$ cat config.mk
export PLATFORM = sky130hd
export DESIGN_NAME = control_sequencer
export DESIGN_NICKNAME = d
export VERILOG_FILES = /design/src/rtl/cpu_ctrl_pkg.sv /design/src/rtl/ctrl_decode.sv /design/src/rtl/control_sequencer.sv
export SDC_FILE = /design/constraint.sdc
export NUM_CORES = 1
export LEC_CHECK = 0
export BUFFER_PORTS_ARGS = -buffer_cell sky130_fd_sc_hd__buf_2
export CAP_MARGIN = 10
export CORE_MARGIN = 5
export CORE_UTILIZATION = 40
export CTS_CLUSTER_DIAMETER = 200
export DETAILED_ROUTE_END_ITERATION = 6
export PLACE_DENSITY = 0.75
export SLEW_MARGIN = 20
export SYNTH_ARGS = -nofsm -noshare
export SYNTH_HDL_FRONTEND = slang
export SYNTH_SLANG_ARGS = --single-unit
$ cat constraint.sdc
create_clock -name clock -period 2.89 [get_ports clock]
set_input_delay 0.578 -clock clock [delete_from_list [all_inputs] [get_ports clock]]
set_output_delay 0.578 -clock clock [all_outputs]
set_load 0.05 [all_outputs]
$ cat src/rtl/cpu_ctrl_pkg.sv
// Shared opcode, state and strobe definitions for the control sequencer.
// Pure definitions: no latency and no backpressure.
package cpu_ctrl_pkg;

  localparam logic [4:0] OP_LD   = 5'b00000;
  localparam logic [4:0] OP_LDI  = 5'b00001;
  localparam logic [4:0] OP_ST   = 5'b00010;
  localparam logic [4:0] OP_ADD  = 5'b00011;
  localparam logic [4:0] OP_SUB  = 5'b00100;
  localparam logic [4:0] OP_AND  = 5'b00101;
  localparam logic [4:0] OP_OR   = 5'b00110;
  localparam logic [4:0] OP_SHR  = 5'b00111;
  localparam logic [4:0] OP_SHL  = 5'b01000;
  localparam logic [4:0] OP_ADDI = 5'b01100;
  localparam logic [4:0] OP_ANDI = 5'b01101;
  localparam logic [4:0] OP_ORI  = 5'b01110;
  localparam logic [4:0] OP_BR   = 5'b10010;
  localparam logic [4:0] OP_NOP  = 5'b11010;
  localparam logic [4:0] OP_HALT = 5'b11011;

  localparam logic [4:0] ADD_OP_DEF = 5'b00011;

  typedef enum logic [3:0] {
    S_RST  = 4'd0,
    S_T0   = 4'd1,
    S_T1   = 4'd2,
    S_T2   = 4'd3,
    S_T3   = 4'd4,
    S_T4   = 4'd5,
    S_T5   = 4'd6,
    S_T6   = 4'd7,
    S_T7   = 4'd8,
    S_HALT = 4'd9
  } state_t;

  typedef enum logic [2:0] {
    C_ALU, C_IMM, C_LDI, C_LD, C_ST, C_BR, C_HALT, C_NOP
  } op_class_t;

  typedef struct packed {
    logic pc_out;
    logic pc_in;
    logic inc_pc;
    logic mar_in;
    logic mdr_in;
    logic mdr_out;
    logic rd;
    logic wr;
    logic ir_in;
    logic y_in;
    logic z_in;
    logic zlow_out;
    logic c_out;
    logic con_in;
    logic gra;
    logic grb;
    logic grc;
    logic r_in;
    logic r_out;
    logic ba_out;
  } strobes_t;

  // Undefined opcodes fall into C_NOP so they retire after T3.
  function automatic op_class_t op_class(input logic [4:0] op);
    case (op)
      OP_ADD, OP_SUB, OP_AND, OP_OR, OP_SHR, OP_SHL: op_class = C_ALU;
      OP_ADDI, OP_ANDI, OP_ORI:                      op_class = C_IMM;
      OP_LDI:                                        op_class = C_LDI;
      OP_LD:                                         op_class = C_LD;
      OP_ST:                                         op_class = C_ST;
      OP_BR:                                         op_class = C_BR;
      OP_HALT:                                       op_class = C_HALT;
      default:                                       op_class = C_NOP;
    endcase
  endfunction

  function automatic state_t last_step(input op_class_t c);
    case (c)
      C_ALU, C_IMM, C_LDI: last_step = S_T5;
      C_LD, C_ST:          last_step = S_T7;
      C_BR:                last_step = S_T6;
      default:             last_step = S_T3;
    endcase
  endfunction

endpackage

$ cat src/rtl/ctrl_decode.sv
// Combinational map of (state, opcode, con_ff) to datapath strobes and alu_op.
// Zero latency, no backpressure.
module ctrl_decode
  import cpu_ctrl_pkg::*;
#(
  parameter logic [4:0] ADD_OP = ADD_OP_DEF
) (
  input  state_t     i_state,
  input  logic [4:0] i_opcode,
  input  logic       i_con_ff,
  output strobes_t   o_strb,
  output logic [4:0] o_alu_op
);

  op_class_t w_cls;
  assign w_cls = op_class(i_opcode);

  always_comb begin
    o_strb   = '0;
    o_alu_op = '0;
    case (i_state)
      S_T0: begin
        o_strb.pc_out = 1'b1;
        o_strb.mar_in = 1'b1;
        o_strb.inc_pc = 1'b1;
        o_strb.z_in   = 1'b1;
      end
      S_T1: begin
        o_strb.zlow_out = 1'b1;
        o_strb.pc_in    = 1'b1;
        o_strb.rd       = 1'b1;
        o_strb.mdr_in   = 1'b1;
      end
      S_T2: begin
        o_strb.mdr_out = 1'b1;
        o_strb.ir_in   = 1'b1;
      end
      S_T3: begin
        case (w_cls)
          C_ALU, C_IMM: begin
            o_strb.grb   = 1'b1;
            o_strb.r_out = 1'b1;
            o_strb.y_in  = 1'b1;
          end
          C_LDI, C_LD, C_ST: begin
            o_strb.grb    = 1'b1;
            o_strb.ba_out = 1'b1;
            o_strb.y_in   = 1'b1;
          end
          C_BR: begin
            o_strb.gra    = 1'b1;
            o_strb.r_out  = 1'b1;
            o_strb.con_in = 1'b1;
          end
          default: ;
        endcase
      end
      S_T4: begin
        case (w_cls)
          C_ALU: begin
            o_strb.grc   = 1'b1;
            o_strb.r_out = 1'b1;
            o_strb.z_in  = 1'b1;
            o_alu_op     = i_opcode;
          end
          C_IMM: begin
            o_strb.c_out = 1'b1;
            o_strb.z_in  = 1'b1;
            o_alu_op     = i_opcode;
          end
          C_LDI, C_LD, C_ST: begin
            o_strb.c_out = 1'b1;
            o_strb.z_in  = 1'b1;
            o_alu_op     = ADD_OP;
          end
          C_BR: begin
            o_strb.pc_out = 1'b1;
            o_strb.y_in   = 1'b1;
          end
          default: ;
        endcase
      end
      S_T5: begin
        case (w_cls)
          C_ALU, C_IMM, C_LDI: begin
            o_strb.zlow_out = 1'b1;
            o_strb.gra      = 1'b1;
            o_strb.r_in     = 1'b1;
          end
          C_LD, C_ST: begin
            o_strb.zlow_out = 1'b1;
            o_strb.mar_in   = 1'b1;
          end
          C_BR: begin
            o_strb.c_out = 1'b1;
            o_strb.z_in  = 1'b1;
            o_alu_op     = ADD_OP;
          end
          default: ;
        endcase
      end
      S_T6: begin
        case (w_cls)
          C_LD: begin
            o_strb.rd     = 1'b1;
            o_strb.mdr_in = 1'b1;
          end
          C_ST: begin
            o_strb.gra    = 1'b1;
            o_strb.r_out  = 1'b1;
            o_strb.mdr_in = 1'b1;
          end
          C_BR: begin
            o_strb.zlow_out = i_con_ff;
            o_strb.pc_in    = i_con_ff;
          end
          default: ;
        endcase
      end
      S_T7: begin
        case (w_cls)
          C_LD: begin
            o_strb.mdr_out = 1'b1;
            o_strb.gra     = 1'b1;
            o_strb.r_in    = 1'b1;
          end
          C_ST: o_strb.wr = 1'b1;
          default: ;
        endcase
      end
      default: ;
    endcase
  end

endmodule

$ cat src/rtl/control_sequencer.sv
// Multi-cycle fetch/decode/execute sequencer: one micro-step per clock, Moore outputs.
// Memory steps stall on mem_ready when MEM_WAIT_EN=1; stop halts at the next instruction boundary.
module control_sequencer
  import cpu_ctrl_pkg::*;
#(
  parameter logic [4:0] ADD_OP      = ADD_OP_DEF,
  parameter bit         MEM_WAIT_EN = 1'b1
) (
  input  logic       clock,
  input  logic       reset_n,
  input  logic [4:0] ir_opcode,
  input  logic       con_ff,
  input  logic       mem_ready,
  input  logic       stop,
  output logic       PCout,
  output logic       PCin,
  output logic       IncPC,
  output logic       MARin,
  output logic       MDRin,
  output logic       MDRout,
  output logic       Read,
  output logic       Write,
  output logic       IRin,
  output logic       Yin,
  output logic       Zin,
  output logic       Zlowout,
  output logic       Cout,
  output logic       CONin,
  output logic       Gra,
  output logic       Grb,
  output logic       Grc,
  output logic       Rin,
  output logic       Rout,
  output logic       BAout,
  output logic [4:0] alu_op,
  output logic       run
);

  state_t    r_state;
  op_class_t w_cls;
  strobes_t  w_strb;
  logic      w_last;
  logic      w_mem_step;
  logic      w_hold;

  assign w_cls      = op_class(ir_opcode);
  assign w_last     = (r_state == last_step(w_cls));
  assign w_mem_step = (r_state == S_T1)
                    || (r_state == S_T6 && w_cls == C_LD)
                    || (r_state == S_T7 && w_cls == C_ST);
  assign w_hold     = MEM_WAIT_EN && w_mem_step && !mem_ready;

  // A pending wait takes priority over the boundary, so st T7 samples stop only when it retires.
  always_ff @(posedge clock or negedge reset_n) begin
    if (!reset_n) begin
      r_state <= S_RST;
    end else begin
      case (r_state)
        S_RST:  r_state <= S_T0;
        S_HALT: r_state <= S_HALT;
        default: begin
          if (w_hold)
            r_state <= r_state;
          else if (r_state == S_T3 && w_cls == C_HALT)
            r_state <= S_HALT;
          else if (w_last)
            r_state <= stop ? S_HALT : S_T0;
          else
            r_state <= state_t'(r_state + 4'd1);
        end
      endcase
    end
  end

  ctrl_decode #(.ADD_OP(ADD_OP)) u_decode (
    .i_state  (r_state),
    .i_opcode (ir_opcode),
    .i_con_ff (con_ff),
    .o_strb   (w_strb),
    .o_alu_op (alu_op)
  );

  assign PCout   = w_strb.pc_out;
  assign PCin    = w_strb.pc_in;
  assign IncPC   = w_strb.inc_pc;
  assign MARin   = w_strb.mar_in;
  assign MDRin   = w_strb.mdr_in;
  assign MDRout  = w_strb.mdr_out;
  assign Read    = w_strb.rd;
  assign Write   = w_strb.wr;
  assign IRin    = w_strb.ir_in;
  assign Yin     = w_strb.y_in;
  assign Zin     = w_strb.z_in;
  assign Zlowout = w_strb.zlow_out;
  assign Cout    = w_strb.c_out;
  assign CONin   = w_strb.con_in;
  assign Gra     = w_strb.gra;
  assign Grb     = w_strb.grb;
  assign Grc     = w_strb.grc;
  assign Rin     = w_strb.r_in;
  assign Rout    = w_strb.r_out;
  assign BAout   = w_strb.ba_out;
  assign run     = (r_state != S_HALT);

endmodule

======== After elaboration in Yosys (flattened, before gate mapping) ========
Memory sizes are Yosys's and may differ from the RTL's.
Index checks and enable logic that the tools add are counted.
word-level totals
  memory bits (read-only) ................. 192
  output and inout bits ................... 26
  input bits .............................. 10
  register bits after elaboration ......... 4
  memories kept ........................... 2
operators by class
  add/subtract/negate cells ............... 1
  reduce and logical (&&, ||, !) cells .... 19
  equal/unequal tests ..................... 23
  mux-type cells .......................... 41
memories
  name             words  width  read ports  clocked after memory_dff  wr ports  RTL line            source
  (no name shown)  32     3      1           0                         0         cpu_ctrl_pkg.sv:65  case (op)
  (no name shown)  32     3      1           0                         0         cpu_ctrl_pkg.sv:65
operator list
  operator                                       count
  case mux 5 bit (2 select lines)                2
  2-to-1 mux 1 bit                               18
  case mux 1 bit (2 select lines)                9
  == test 4 x 3 -> 1 bit, second input constant  4
  2-to-1 mux 4 bit                               4
  == test 3 bit, second input constant           5
  == test 3 x 2 -> 1 bit, second input constant  4
  case mux 4 bit (3 select lines)                1
  OR reduction 3 bit                             4
  case mux 1 bit (3 select lines)                3
  == test 4 x 2 -> 1 bit, second input constant  2
  == test 4 bit, second input constant           2
  case mux 4 bit (2 select lines)                1
  == test 3 x 1 -> 1 bit, second input constant  2
  zero test 3 bit                                2
  OR reduction 2 bit                             3
  OR reduction 5 bit                             1
  adder 4 x 1 -> 4 bit, second input constant    1
  == test 4 x 1 -> 1 bit, second input constant  1
  == test 4 bit                                  1
  logical AND 1 bit                              4
  zero test 4 bit                                1
  2-to-1 mux 2 bit                               2
  != test 4 bit, second input constant           1
  other kinds (5)                                6

======== Depth between registers and ports, before layout ========
Gate-level depths: netlist of run 1.
An unclocked memory read counts as a cell.
  depth after elaboration ................. 9
  mapped depth ............................ 8
  gate-level depth less buffers ........... 8

======== Hierarchy ========
From an unflattened synthesis of run 1, not the netlist that was laid out.
unflattened totals
  cells, all modules ...................... 146
  area total of the unflattened synthesis .. 1,013.5 um2
by module, submodules not included
  module             area an instance (um2)  cells each  instances  sequential area each (um2)
  control_sequencer  553.0                   69          1          100.1
  ctrl_decode        460.4                   77          1          0.0

======== Worst setup path after synthesis of run 1 ========
Ideal clock, no wire load.
  path kind ............................... input-to-output
  start ................................... in ir_opcode[2]
  end ..................................... out Zin
  data arrival time ....................... 2.861 ns
  slack ................................... -0.549 ns
  stages .................................. 5
  buffers on the path ..................... 1
  cell sequence ........................... buf_6 > nor4b_4 > nand2_1 > o21ai_0 > or3_1
between the ends
  cells in the longest elaborated chain, start to end .. 5
  elaborated cells between the ends (all ways) .. 11
ends and longest elaborated chain
  what                                                  RTL line                 source
  from (decl)                                           control_sequencer.sv:11  input logic [4:0] ir_opcode,
  memory (32 x 3 bit) *                                 -
  == test 3 x 1 -> 1 bit, or another cell as far along  ctrl_decode.sv:59        case (w_cls)
  OR reduction 5 bit (no source line)                   -
  2-to-1 mux 1 bit                                      ctrl_decode.sv:59
  case mux 1 bit (3 select lines) *                     ctrl_decode.sv:21        case (i_state)
  to (decl)                                             control_sequencer.sv:25  output logic Zin,
Mark *: on every way between the ends. The rest lies on a longest branch, timed or not.

======== Worst setup path after layout of run 1 ========
  start ................................... in ir_opcode[0]
  end ..................................... out Gra
between the ends
  cells in the longest elaborated chain, start to end .. 5
  elaborated cells between the ends (all ways) .. 13
ends and longest elaborated chain
  what                                                  RTL line                 source
  memory (32 x 3 bit) *                                 -
  == test 3 x 1 -> 1 bit, or another cell as far along  ctrl_decode.sv:84        case (w_cls)
  OR reduction 3 bit                                    -
  2-to-1 mux 1 bit                                      ctrl_decode.sv:84
  case mux 1 bit (4 select lines) *                     ctrl_decode.sv:21
  to (decl)                                             control_sequencer.sv:29  output logic Gra,
Marked as above.

==> results of run 1 <==
## per-layer routing
| metal | global-route usage | wire length, um | share of wire |
|---|---|---|---|
| met4 | 0.0891 | 0 | 0 |
| met3 | 0.0188 | 119 | 0.053 |
| met2 | 0.280 | 1120 | 0.50 |
| met1 | 0.182 | 991 | 0.44 |
| met5 | 0 | 0 | 0 |
## report_power, final
part | leakage (nW) | switching, W | internal [W] | total (W)
Combinational | 0.489 | 0.000276 | 0.000140 | 0.000416
Clock | 0.0138 | 0.0000202 | 0.0000463 | 0.0000665
Sequential | 0.0460 | 0.0000437 | 0.0000802 | 0.000124
## layout by cell type, fill, tap and decap left out, types with 2 or more instances in the layout
| cell type | Yosys | layout |
|---|---|---|
| sky130_fd_sc_hd__o21ai_2 | 0 | 2 |
| sky130_fd_sc_hd__and2_1 | 3 | 3 |
| sky130_fd_sc_hd__o22ai_1 | 2 | 2 |
| sky130_fd_sc_hd__nand3_1 | 4 | 4 |
| sky130_fd_sc_hd__inv_1 | 10 | 10 |
| sky130_fd_sc_hd__nand4_1 | 4 | 4 |
| sky130_fd_sc_hd__buf_2 | 3 | 33 |
| sky130_fd_sc_hd__a31oi_1 | 2 | 2 |
| sky130_fd_sc_hd__a21o_1 | 2 | 2 |
| sky130_fd_sc_hd__ha_1 | 4 | 4 |
| sky130_fd_sc_hd__a41oi_1 | 2 | 2 |
| sky130_fd_sc_hd__nand2b_1 | 3 | 3 |
| sky130_fd_sc_hd__nor3_1 | 4 | 4 |
| sky130_fd_sc_hd__mux2i_1 | 2 | 2 |
| sky130_fd_sc_hd__nor2b_2 | 0 | 2 |
| sky130_fd_sc_hd__o31ai_1 | 3 | 2 |
| sky130_fd_sc_hd__dfrtp_1 | 4 | 4 |
| sky130_fd_sc_hd__o21bai_1 | 3 | 2 |
| sky130_fd_sc_hd__nor2_1 | 14 | 14 |
| sky130_fd_sc_hd__nand2_1 | 12 | 12 |
| sky130_fd_sc_hd__or3_1 | 2 | 2 |
| sky130_fd_sc_hd__nor2b_1 | 5 | 3 |
| sky130_fd_sc_hd__a21oi_1 | 5 | 4 |
| sky130_fd_sc_hd__clkbuf_4 | 0 | 4 |
## cell families after synthesis
group / Yosys count / synth area share
AO/OA/AOI/OAI: 31 / 0.275
other: 1 / 0.00460
XOR/XNOR: 1 / 0.0108
flip-flops: 4 / 0.123
multiplexers: 2 / 0.0246
AND/OR/NAND/NOR: 57 / 0.382
adder cells (fa/ha/maj): 5 / 0.0737
buffers and inverters: 18 / 0.106
## per-stage QoR
stage / hold WS [ps] / std cells / util / TNS [ps] / cell area (sq um)
2_1_floorplan: 282 / 119 / - / -47.9 / 828
3_3_place_gp: 381 / 173 / 0.510 / 0 / 991
3_5_place_dp: 383 / 173 / 0.510 / 0 / 991
4_1_cts: 133 / 176 / 0.522 / 0 / 1010
5_1_grt: 116 / 176 / 0.529 / 0 / 1030
6_report: 143 / 176 / 0.529 / 0 / 1030
## cell type report
type / instances / area (sq um)
Sequential cell: 4 / 100
Fill cell: 216 / 915
Timing Repair Buffer: 35 / 180
Clock buffer: 3 / 22.5
Tap cell: 27 / 33.8
Inverter: 10 / 37.5
Multi-Input combinational cell: 97 / 653
## critical path: cells and delay by family
kind / cells / cell delay (ps)
compound gates: 3 / 680
buf+inv: 2 / 470
simple gates: 1 / 460
## worst min path at each step
stage               slack, ps     from  cells past startpoint                      to
global route              120  reset_n                      1  r_state[1]$_DFFE_PN0P_
floorplan                 280  reset_n                      0  r_state[0]$_DFFE_PN0P_
global placement          380  reset_n                      1  r_state[1]$_DFFE_PN0P_
CTS                       130  reset_n                      1  r_state[1]$_DFFE_PN0P_
finish                    140  reset_n                      1  r_state[1]$_DFFE_PN0P_
detailed placement        380  reset_n                      1  r_state[1]$_DFFE_PN0P_
==> run_results.csv, run 1 <==
group,metric,value,unit
global_route,grt.overflow.total,0,
clock_tree,clk_root_buffer_cell,"sky130_fd_sc_hd__clkbuf_4",
final_layout,area_delta_synth_final,26.1,%
final_layout,drive_gt1_frac,0.336,
worst_setup_path,worstSetupEndpointType,"primary output",
drt,detailed_router_iteration_count_before_antenna_repair,4,
clock_tree,worst_skew_pair.late_latency,230,ps
clock_tree,numClockSinks,4,
power_and_ir_drop,fin_total_pwr,0.000606,W
logic_synthesis,synth_cells,119,
power_and_ir_drop,peakVddDrop,0.451,mV
floorplanning,die_area,0.00304,sq mm
logic_synthesis,yosysMostFrequentCell,"sky130_fd_sc_hd__nor2_1",
worst_setup_path,worst_setup_path_start_kind,"input pin",
floorplanning,die-width,55.1,um
logic_synthesis,synthTopCellsByCount,"sky130_fd_sc_hd__nor2_1 (14), sky130_fd_sc_hd__nand2_1 (12), sky130_fd_sc_hd__inv_1 (10)",
sta,worst_clock_skew,0.432,ps
worst_hold_path,min-delay-path-class,"input pin to async pin",
final_layout,biggest_registers_after_layout,"r_state (4)",
sta,finalMaxSlewViolations,0,
sta,timing.final.crit_share,0.960,
worst_setup_path,cp_cell_sequence,"buf_2 > a21boi_0 > o31ai_2 > o21ai_2 > or3b_2 > buf_2",
power_and_ir_drop,power.static_leakage,0.549,nW
clock_tree,tritoncts,"done",
clock_tree,max-clock-path-buffers,2,
final_layout,finish.net_count,165,
logic_synthesis,ys_warn_count,0,
logic_synthesis,postSynth.asyncResetShare,1.00,
drt,drt_wirelength,2.23,mm
sta,setup_viol_count_final,0,
clock_tree,cts_max_level,1,
logic_synthesis,netlist.area_leader.share,0.123,
sta,max_freq,360,MHz
drt,vias,940,
drt,final_antenna_net_count,0,
job,cap_violations,0,
sta,worst_slack,114,ps
floorplanning,io_pins,36,
global_route,grt_first_pass_wirelength,3.51,mm
worst_setup_path,setup.worst_path.end,"Gra",
logic_synthesis,synth_nets,133,
drt,wl_per_cell,12.7,um
logic_synthesis,ys_seq_elements,4,
final_layout,registers.top_by_ff_count,"r_state",
worst_setup_path,critical_path.reg2reg.endpoint,"r_state[3]$_DFFE_PN0P_",
clock_tree,cts.reportedPaths.clkPinSlew,30,ps
logic_synthesis,synthFlopType,"sky130_fd_sc_hd__dfrtp_1",
global_route,initial_antenna_violation_count,0,
global_route,grt_start_max_net_pins,16,
logic_synthesis,yosysTopAreaCell,"sky130_fd_sc_hd__dfrtp_1",
floorplanning,core_region_area,0.00194,sq mm
logic_synthesis,yosys.cell_types.count,43,
floorplanning,rows,16,
drt,route.detailed.drc,0,
worst_setup_path,critPathLaunch,"ir_opcode[0]",
worst_setup_path,slowest_stage_delay_cp,460,ps
worst_setup_path,cpMostUsedCell,"sky130_fd_sc_hd__buf_2",
logic_synthesis,postSynthAreaPerCell,6.84,sq um
sta,max_slew.worst_pin.slew,506,ps
floorplanning,floorplan.initialDensity,0.419,
place,dp_worst_slack,51.3,ps
sta,rsz0062_at_grt,"no",
logic_synthesis,synth_edf_count,0,
worst_setup_path,worst-setup-path-type,"input pin to primary output",
global_route,vias_in_the_first_global_route,843,
worst_setup_path,reg2reg_depth,6,
floorplanning,dieHeight,55.1,um
worst_setup_path,timing.reg2reg.setup_slack,620,ps
worst_setup_path,worstReg2RegStart,"r_state[2]$_DFFE_PN0P_",
sta,hold_violations,0,
clock_tree,post-cts-setup-buffers,0,
worst_setup_path,timing.critical_path.required,2310,ps
worst_setup_path,arrival,2200,ps
logic_synthesis,synth.cell_area,815,sq um
worst_setup_path,critical_path.max_fanout,15,
outcome,outcome,"completed",
clock_tree,tritoncts.num_buffers,3,
final_layout,number_of_flip_flops_in_the_largest_register,4,
global_route,grtUsageTotal,0.158,
drt,drt_first_iter_violations,17,
logic_synthesis,register_area_share_after_synthesis,0.123,
worst_setup_path,max_stage_delay_cell_worst_path,"sky130_fd_sc_hd__or3b_2",
place,port_buffers,34,
drt,routed_via_density,5.34,
place,place_congestion,0.908,
sta,relSlewSlack,0.658,
clock_tree,cts_resized,0,
power_and_ir_drop,powerDensity,590,mW/mm^2
final_layout,num_antenna_cells,0,
clock_tree,cts_hold_buf,0,
place,detailed_place_hpwl,1.82,mm
logic_synthesis,synth_area_leaders,"sky130_fd_sc_hd__dfrtp_1 (12%), sky130_fd_sc_hd__nor2_1 (6.5%), sky130_fd_sc_hd__ha_1 (6.1%), sky130_fd_sc_hd__nand2_1 (5.5%), sky130_fd_sc_hd__inv_1 (4.6%)",
sta,finalWorstPathRequiredPeriod,2780,ps
No activity file was read; power rests on OpenSTA's default activity.
==> run 2, diff against run 1 <==
--- a/config.mk
+++ b/config.mk
@@ -12,5 +12,5 @@
 export CTS_CLUSTER_DIAMETER = 200
 export DETAILED_ROUTE_END_ITERATION = 6
-export PLACE_DENSITY = 0.75
+export PLACE_DENSITY = 0.69
 export SLEW_MARGIN = 20
 export SYNTH_ARGS = -nofsm -noshare
==> constraint.sdc (replaced) <==
create_clock -name clock -period 2.89 [get_ports clock]
set_input_delay 0.1445 -clock clock [delete_from_list [all_inputs] [get_ports clock]]
set_output_delay 0.1445 -clock clock [all_outputs]
set_load 0.05 [all_outputs]
==> run 2 against run 1 <==
Compared with the run above:
- final cell count increased by 0.57%
- combinational power increased by 2%
- largest cell class unchanged
- non-clock buffer count increased by 1
- critical path depth unchanged
- flip-flop and latch count unchanged
- critical path type is now flop to primary output
- die area unchanged
- via count increased by 3.3%
- clock power decreased by 0.8%
- core utilization decreased by 0.90 points
==> run_results.csv, run 2 (same netlist as run 1, synthesis figures left out) <==
group,metric,value,unit
outcome,outcome,"completed",
drt,detailed_router_iteration_count_before_antenna_repair,4,
sta,finalMaxSlewViolations,0,
drt,vias,971,
global_route,initial_antenna_violation_count,0,
floorplanning,die_area,0.00304,sq mm
power_and_ir_drop,peakVddDrop,0.343,mV
clock_tree,max-clock-path-buffers,2,
worst_setup_path,arrival,2080,ps
drt,drt_first_iter_violations,23,
final_layout,layout_commonest_cell,"sky130_fd_sc_hd__buf_2",
floorplanning,core_region_area,0.00194,sq mm
drt,routed_via_density,5.49,
clock_tree,numClockSinks,4,
worst_setup_path,worst-setup-path-type,"flop to primary output",
final_layout,biggest_registers_after_layout,"r_state (4)",
sta,finalWorstPathRequiredPeriod,2220,ps
global_route,grt_first_pass_wirelength,3.72,mm
clock_tree,cts_resized,0,
final_layout,num_antenna_cells,0,
sta,rsz0062_at_grt,"no",
global_route,grtUsageTotal,0.167,
sta,hold_violations,0,
sta,relSlewSlack,0.599,
place,port_buffers,34,
final_layout,fillCellCount,192,
final_layout,registers.top_by_ff_count,"r_state",
sta,worst_clock_skew,2.46,ps
global_route,vias_in_the_first_global_route,852,
worst_hold_path,min_delay_path_depth,3,
worst_setup_path,worstReg2RegStart,"r_state[3]$_DFFE_PN0P_",
clock_tree,post-cts-setup-buffers,0,
worst_hold_path,holdPathEnd,"r_state[0]$_DFFE_PN0P_",
worst_setup_path,critical_path.max_fanout,6,
floorplanning,floorplan.initialDensity,0.419,
final_layout,area_delta_synth_final,24.0,%
place,place_congestion,0.849,
final_layout,finish.net_count,166,
final_layout,drive_gt1_frac,0.287,
clock_tree,cts.reportedPaths.clkPinSlew,30,ps
final_layout,multi_input_comb_area,628,sq um
drt,final_antenna_net_count,0,
job,cap_violations,0,
power_and_ir_drop,power.static_leakage,0.545,nW
final_layout,number_of_flip_flops_in_the_largest_register,4,
sta,max_freq,450,MHz
sta,timing.final.crit_share,0.769,
global_route,grt_start_max_net_pins,16,
sta,final.setup.tns,0,ps
final_layout,mostFrequentLayoutCells,"sky130_fd_sc_hd__buf_2 (34), sky130_fd_sc_hd__nor2_1 (14), sky130_fd_sc_hd__nand2_1 (12), sky130_fd_sc_hd__inv_1 (10)",
worst_hold_path,hold_start,"mem_ready",
drt,drt_wirelength,2.37,mm
floorplanning,rows,16,
drt,route.detailed.drc,0,
place,detailed_place_hpwl,1.95,mm
drt,wl_per_cell,13.4,um
global_route,grt.overflow.total,0,
clock_tree,cts_hold_buf,1,
final_layout,sequential_cell_area,100,sq um
worst_setup_path,critical_path.reg2reg.endpoint,"r_state[3]$_DFFE_PN0P_",
worst_setup_path,worst_setup_path_start_kind,"flop",
clock_tree,worst_skew_pair.late_latency,230,ps
worst_hold_path,min-delay-path-class,"input pin to flop",
floorplanning,die-width,55.1,um
clock_tree,tritoncts,"done",
power_and_ir_drop,powerDensity,606,mW/mm^2
clock_tree,clk_root_buffer_cell,"sky130_fd_sc_hd__clkbuf_4",
floorplanning,io_pins,36,
sta,max_slew.worst_pin.slew,597,ps
sta,setup_viol_count_final,0,
worst_setup_path,worstSetupEndpointType,"primary output",
clock_tree,tritoncts.num_buffers,3,
worst_setup_path,timing.critical_path.required,2750,ps
clock_tree,cts_max_level,1,
sta,whs,246,ps
worst_setup_path,timing.reg2reg.setup_slack,740,ps
floorplanning,dieHeight,55.1,um
worst_setup_path,reg2reg_depth,6,
==> run 2: metal layers <==
metal,vias up,track usage,share of wire
met1,439,0.200,0.43
met3,4,0.0188,0.074
li1,493,-,-
met2,35,0.289,0.48
met5,-,0,0
met4,0,0.0891,0.012
==> run 2: area by class of cell <==
cell class | count | share of cell area
clock buffer | 3 | 0.0223
sequential | 4 | 0.0991
tap | 27 | 0.0335
multi-input combinational | 97 | 0.622
timing repair buffer | 36 | 0.186
inverter | 10 | 0.0372
==> run 2: per-stage QoR <==
step	util	power [W]	std cells	area, sq um	setup slack [ps]
floorplan	-	0.000449	119	815	229
detailed placement	0.503	0.000545	173	977	738
finish	0.520	0.000612	177	1010	669
global route	0.520	0.000675	177	1010	587
CTS	0.520	0.000617	177	1010	665
global placement	0.503	0.000535	173	977	799
==> run 2: critical path: stages (launching register included) <==
cell                      delay, ps
sky130_fd_sc_hd__dfrtp_1        450
sky130_fd_sc_hd__inv_1          130
sky130_fd_sc_hd__ha_1           260
sky130_fd_sc_hd__nand2_1        150
sky130_fd_sc_hd__o21ai_0        150
sky130_fd_sc_hd__or3b_2         490
sky130_fd_sc_hd__buf_2          220
==> run 2: worst max-delay path by stage <==
stage                                 startpoint                      to
after CTS                 r_state[0]$_DFFE_PN0P_                     Gra
after global placement              ir_opcode[0]  r_state[3]$_DFFE_PN0P_
after detailed placement            ir_opcode[0]  r_state[3]$_DFFE_PN0P_
final                     r_state[0]$_DFFE_PN0P_                     Gra
after floorplan           r_state[2]$_DFFE_PN0P_                     Zin
after global routing      r_state[0]$_DFFE_PN0P_                     Gra
==> run 2: where the power goes <==
group          leakage, nW  total [W]  switching, W  internal [W]
clock               0.0138  0.0000660     0.0000198     0.0000462
combinational        0.485   0.000423      0.000282      0.000141
sequential          0.0460   0.000123     0.0000427     0.0000803
